<file path="config.mk">
export PLATFORM = sky130hd
export DESIGN_NAME = mb_pipe_ctrl
export DESIGN_NICKNAME = d
export VERILOG_FILES = /design/src/rtl/mb_pipe_ctrl.sv
export SDC_FILE = /design/constraint.sdc
export NUM_CORES = 1
export LEC_CHECK = 0
export ABC_AREA = 1
export CORE_MARGIN = 2
export CORE_UTILIZATION = 50
export CTS_CLUSTER_SIZE = 28
export DETAILED_ROUTE_END_ITERATION = 12
export GPL_TIMING_DRIVEN = 1
export PLACE_DENSITY = 0.82
export SYNTH_ARGS = -nofsm -noshare
export SYNTH_HDL_FRONTEND = slang
export SYNTH_SLANG_ARGS = --single-unit
</file>
<file path="constraint.sdc">
create_clock -name clk -period 2.6 [get_ports clk]
set_input_delay 0.26 -clock clk [delete_from_list [all_inputs] [get_ports clk]]
set_output_delay 0.26 -clock clk [all_outputs]
set_load 0.02 [all_outputs]
</file>
<file path="src/rtl/mb_pipe_ctrl.sv">
// rtl/mb_pipe_ctrl.sv - macroblock pipeline controller: fill/steady/drain sequencing of NUM_STAGES stages
module mb_pipe_ctrl #(
    parameter int NUM_STAGES   = 3,
    parameter int PIC_W_MB_LEN = 8,
    parameter int PIC_H_MB_LEN = 8
) (
    input  logic                                 clk,
    input  logic                                 rst_n,
    input  logic                                 sys_start,
    input  logic                                 sys_abort,
    input  logic                                 sys_mode,
    input  logic [PIC_W_MB_LEN-1:0]              sys_x_total,
    input  logic [PIC_H_MB_LEN-1:0]              sys_y_total,
    input  logic [NUM_STAGES-1:0]                stage_done_i,
    input  logic                                 bs_empty_i,
    output logic                                 sys_done,
    output logic [NUM_STAGES-1:0]                stage_start_o,
    output logic                                 frame_start_o,
    output logic                                 frame_done_o,
    output logic [NUM_STAGES*PIC_W_MB_LEN-1:0]   mb_x_o,
    output logic [NUM_STAGES*PIC_H_MB_LEN-1:0]   mb_y_o
);

    typedef enum logic [1:0] {IDLE, INIT, RUN, STORE} state_t;

    state_t                     state;
    logic [PIC_W_MB_LEN-1:0]    xt_q;
    logic [PIC_H_MB_LEN-1:0]    yt_q;
    logic [NUM_STAGES-1:0]      valid;
    logic [NUM_STAGES-1:0]      flag;
    logic [NUM_STAGES-1:0]      done_d;
    logic [NUM_STAGES-1:0]      done_rise;
    logic [NUM_STAGES-1:0]      flag_ok;
    logic [NUM_STAGES-1:0]      valid_nxt;
    logic [PIC_W_MB_LEN-1:0]    idx_x [NUM_STAGES];
    logic [PIC_H_MB_LEN-1:0]    idx_y [NUM_STAGES];
    logic                       kick;
    logic                       advance;
    logic                       s0_last;

    assign done_rise = stage_done_i & ~done_d;
    assign s0_last   = (idx_x[0] == xt_q) && (idx_y[0] == yt_q);
    assign flag_ok   = ~valid | flag;
    assign advance   = (state == RUN) && !sys_abort && (valid != '0) && (&flag_ok)
                       && (sys_mode ? sys_start : 1'b1);
    // Stage 0 stops taking new MBs once it holds the last one; the rest shift down the pipe.
    assign valid_nxt = {valid[NUM_STAGES-2:0], ~s0_last};

    always_ff @(posedge clk or negedge rst_n) begin
        if (!rst_n) begin
            state         <= IDLE;
            xt_q          <= '0;
            yt_q          <= '0;
            valid         <= '0;
            flag          <= '0;
            done_d        <= '0;
            kick          <= 1'b0;
            sys_done      <= 1'b1;
            stage_start_o <= '0;
            frame_start_o <= 1'b0;
            frame_done_o  <= 1'b0;
            for (int k = 0; k < NUM_STAGES; k++) begin
                idx_x[k] <= '0;
                idx_y[k] <= '0;
            end
        end else begin
            done_d        <= stage_done_i;
            kick          <= 1'b0;
            frame_start_o <= 1'b0;
            frame_done_o  <= 1'b0;
            // valid was updated on the kick edge, so this launches the freshly shifted set.
            stage_start_o <= kick ? valid : '0;
            if (state != IDLE && sys_abort) begin
                state         <= IDLE;
                sys_done      <= 1'b1;
                valid         <= '0;
                flag          <= '0;
                stage_start_o <= '0;
            end else begin
                case (state)
                    IDLE: begin
                        if (sys_start) begin
                            state    <= INIT;
                            sys_done <= 1'b0;
                        end
                    end
                    INIT: begin
                        xt_q          <= sys_x_total;
                        yt_q          <= sys_y_total;
                        valid         <= NUM_STAGES'(1);
                        idx_x[0]      <= '0;
                        idx_y[0]      <= '0;
                        flag          <= '0;
                        kick          <= 1'b1;
                        frame_start_o <= 1'b1;
                        state         <= RUN;
                    end
                    RUN: begin
                        flag <= (advance ? '0 : flag) | (done_rise & valid);
                        if (advance) begin
                            valid <= valid_nxt;
                            kick  <= 1'b1;
                            for (int k = 1; k < NUM_STAGES; k++) begin
                                idx_x[k] <= idx_x[k-1];
                                idx_y[k] <= idx_y[k-1];
                            end
                            if (!s0_last) begin
                                if (idx_x[0] == xt_q) begin
                                    idx_x[0] <= '0;
                                    idx_y[0] <= idx_y[0] + 1'b1;
                                end else begin
                                    idx_x[0] <= idx_x[0] + 1'b1;
                                end
                            end
                            if (valid_nxt == '0) begin
                                state        <= STORE;
                                frame_done_o <= 1'b1;
                            end
                        end
                    end
                    STORE: begin
                        if (bs_empty_i && (sys_mode ? sys_start : 1'b1)) begin
                            state    <= IDLE;
                            sys_done <= 1'b1;
                        end
                    end
                    default: state <= IDLE;
                endcase
            end
        end
    end

    for (genvar k = 0; k < NUM_STAGES; k++) begin : g_idx_out
        assign mb_x_o[k*PIC_W_MB_LEN +: PIC_W_MB_LEN] = idx_x[k];
        assign mb_y_o[k*PIC_H_MB_LEN +: PIC_H_MB_LEN] = idx_y[k];
    end

endmodule

</file>
==> metrics.cfg <==
[setup_path]
r2r_slack_ns=0.49
path_cells=inv_1 -> ha_1 -> inv_1 -> nor2_1 -> nand2_1 -> nor2_1 -> nand2_2 -> inv_2 -> nand2_1 -> nand3_4 -> nand2_1 -> nand2_1
crit_path_frequent_cell=nand2_1
critPathCaptureType=flop
worstPathMaxFanout=11
crit_slowest_cell=dfrtp_1
slowest_delay_ns=0.44
worstPathArrival_ns=2.39
worstReg2RegStart=state[0]$_DFFE_PN0P_
required_ns=2.88
critical-path-top-delay-family=simple AND/OR/NAND/NOR gates
r2r_end=mb_y_o[1]$_DFFE_PN0P_
rr_worst_depth=12
crit_buf_inv=3
path_class=flop to flop
critPathLaunchType=flop

[logic_synthesis]
yosys_register_bits=82
synthArstFlopShare=1.00
synth_edf_count=0
netlist-cell-type-count=28
synth_area_leaders=dfrtp_1 52%, nand2_1 18%, o21ai_0 5.4%
yosys-top-cells-count=189 x nand2_1, 81 x dfrtp_1, 52 x inv_1
ys.flop_type=dfrtp_1
yosysMostFrequentCell=nand2_1
synthCells=488
yosysSeqAreaShare=0.528
yosysWarnings=0
syn_nets=520
syn_area_mm2=0.00389
syn_area_per_cell_um2=7.96
synth_top_area_share=0.522
yosysTopAreaCell=dfrtp_1

[floorplanning]
rows=32
die-area_mm2=0.00849
start_util=0.508
die_h_um=92.2
die_w_um=92.2
core_mm2=0.00765
ios=79

[clock_network]
cts_max_path_buffers=2
cts_hold_buf=0
htree_levels=3
ctsResizeCount=0
cts_buffers=9
path_clk_slew_ns=0.09
cts_tree=done
cts_setup_buffers=0
cts.sinks=82
cts_root_buffer=clkbuf_8
clk-insertion-delay-late_ns=0.34

[layout]
fillers=632
fin_cells=677
layout.nets=602
n_antenna_cell=0
fin_area_mm2=0.00495
drive_gt1_frac=0.0800
utilization=0.647
areaGrowthSynthToFinish_pct=27.4

[global_route]
grt_pass1_vias=3112
grt_max_degree=83
track_usage=0.213
grt_pass1_wl_mm=14.5
grt_antenna_before_repair=0
grt-ovfl-total=0

[placed_design]
gp_congestion=0.866
dp_hpwl_mm=6.29
pre_cts_ws_ns=0.514
port_buffers=78
dp.cells=661
post_dp_cell_area_mm2=0.00477

[timing]
worst_pin_slew_ns=0.998
min_period_over_period=0.811
finalHoldViolCount=0
period_needed_ns=2.11
report.final.setup_viol=0
maxSlewHeadroom=0.335
fin_ws_ns=0.491
clock_skew_ns=0.0109
tns_ns=0
fmax_mhz=474
rsz0062_at_grt=false
drv_slew=0
timing.hold.ws_ns=0.0608

[detailed_routing]
drc_errors=0
routedWlPerCell_um=12.7
ant_nets=0
avgViaCountPerCell=5.00
vias=3385
drtIter0Drc=216
drt-total-wl_mm=8.61
dr.pass1.iters=5

[power]
power_density_mw_per_mm2=793
cellLeakagePower_nw=2.40
ir_drop_mv=0.418
p_total_mw=3.92

[flow_run]
maxCapViolCount=0

[run_status]
outcome=finished clean

[min_path]
hold_path.class=input port to asynchronous set/reset pin

==> cells in the final DEF, fill, tap and decap left out <==
cell | Yosys | layout
nand2_4 | 1 | 1
nand4_2 | 1 | 1
mux2_2 | 1 | 1
nand2_1 | 189 | 189
inv_1 | 52 | 52
inv_6 | 0 | 2
nand3_4 | 1 | 1
buf_4 | 2 | 6
nor3_1 | 6 | 6
nand2_2 | 3 | 3
or2_2 | 2 | 2
nand3_1 | 21 | 21
clkinv_4 | 0 | 2
a21oi_1 | 2 | 2
o22ai_1 | 2 | 2
dfstp_2 | 1 | 1
nor2_8 | 1 | 1
nor4_1 | 1 | 1
clkinv_2 | 0 | 2
inv_2 | 3 | 3
o21ai_2 | 7 | 7
clkdlybuf4s50_1 | 0 | 77
clkinvlp_4 | 0 | 1
o21ai_0 | 42 | 42
nor2_2 | 3 | 3
xor2_1 | 1 | 1
dfrtp_1 | 81 | 81
ha_1 | 7 | 7
clkbuf_8 | 0 | 9
nand4_1 | 8 | 8
nor3b_1 | 2 | 2
nor2_1 | 38 | 38
==> final cells by class <==
| class | instances | area, um^2 | area share |
|---|---|---|---|
| Clock buffer | 9 | 124 | 0.0250 |
| Sequential cell | 82 | 2050 | 0.415 |
| Clock inverter | 7 | 52.6 | 0.0106 |
| Tap cell | 102 | 128 | 0.0258 |
| Inverter | 55 | 206 | 0.0417 |
| Multi-Input combinational cell | 339 | 1570 | 0.317 |
| Timing Repair Buffer | 83 | 816 | 0.165 |
==> state kept, by name, indices dropped and copies added, names as in the netlist <==
name	flops
done_d	3
flag	3
frame_done_o	1
frame_start_o	1
kick	1
mb_x_o	24
mb_y_o	24
stage_start_o	3
state	2
sys_done	1
valid	3
xt_q	8
yt_q	8
==> how the worst max path moves through the flow <==
| stage | startpoint | endpoint | slack, ns | depth (start not counted) |
|---|---|---|---|---|
| 2_1_floorplan | state[0]$_DFFE_PN0P_ | mb_y_o[0]$_DFFE_PN0P_ | 0.77 | 13 |
| 3_3_place_gp | state[0]$_DFFE_PN0P_ | mb_y_o[4]$_DFFE_PN0P_ | 0.59 | 11 |
| 3_5_place_dp | state[0]$_DFFE_PN0P_ | mb_y_o[0]$_DFFE_PN0P_ | 0.51 | 12 |
| 4_1_cts | state[0]$_DFFE_PN0P_ | mb_y_o[0]$_DFFE_PN0P_ | 0.50 | 12 |
| 5_1_grt | state[0]$_DFFE_PN0P_ | mb_y_o[3]$_DFFE_PN0P_ | 0.26 | 12 |
| 6_report | state[0]$_DFFE_PN0P_ | mb_y_o[1]$_DFFE_PN0P_ | 0.49 | 12 |
==> layer usage <==
metal  wire length, um  vias up  GRT usage
met5                 0        -          0
met4               135        0     0.0821
met3               442       11     0.0296
met2              3840      104      0.319
met1              4190     1579      0.318
li1                  -     1691          -
==> where the power goes <==
part	leakage [nW]	total (mW)	internal [mW]	switching, mW
registers	1.09	1.68	1.52	0.161
clock network	0.0900	0.830	0.353	0.476
logic	1.22	1.42	0.520	0.896
==> logic make-up (layout without fill, tap and decap cells) <==
group	count (synthesis)	after routing	synth area share
XOR/XNOR	1	1	0.00225
buffers and inverters	67	154	0.0673
AO/OA/AOI/OAI	53	53	0.0757
AND/OR/NAND/NOR	277	277	0.301
adder cells (fa/ha/maj)	7	7	0.0225
multiplexers	1	1	0.00290
flip-flops	82	82	0.528
==> worst register-to-register path, delay by kind of cell, from the launching register on <==
family,cells,cell delay (ns)
simple gates,8,1.05
flops,1,0.44
fa+ha+maj,1,0.26
buf+inv,3,0.31
Power figures use the tool's default switching activity.
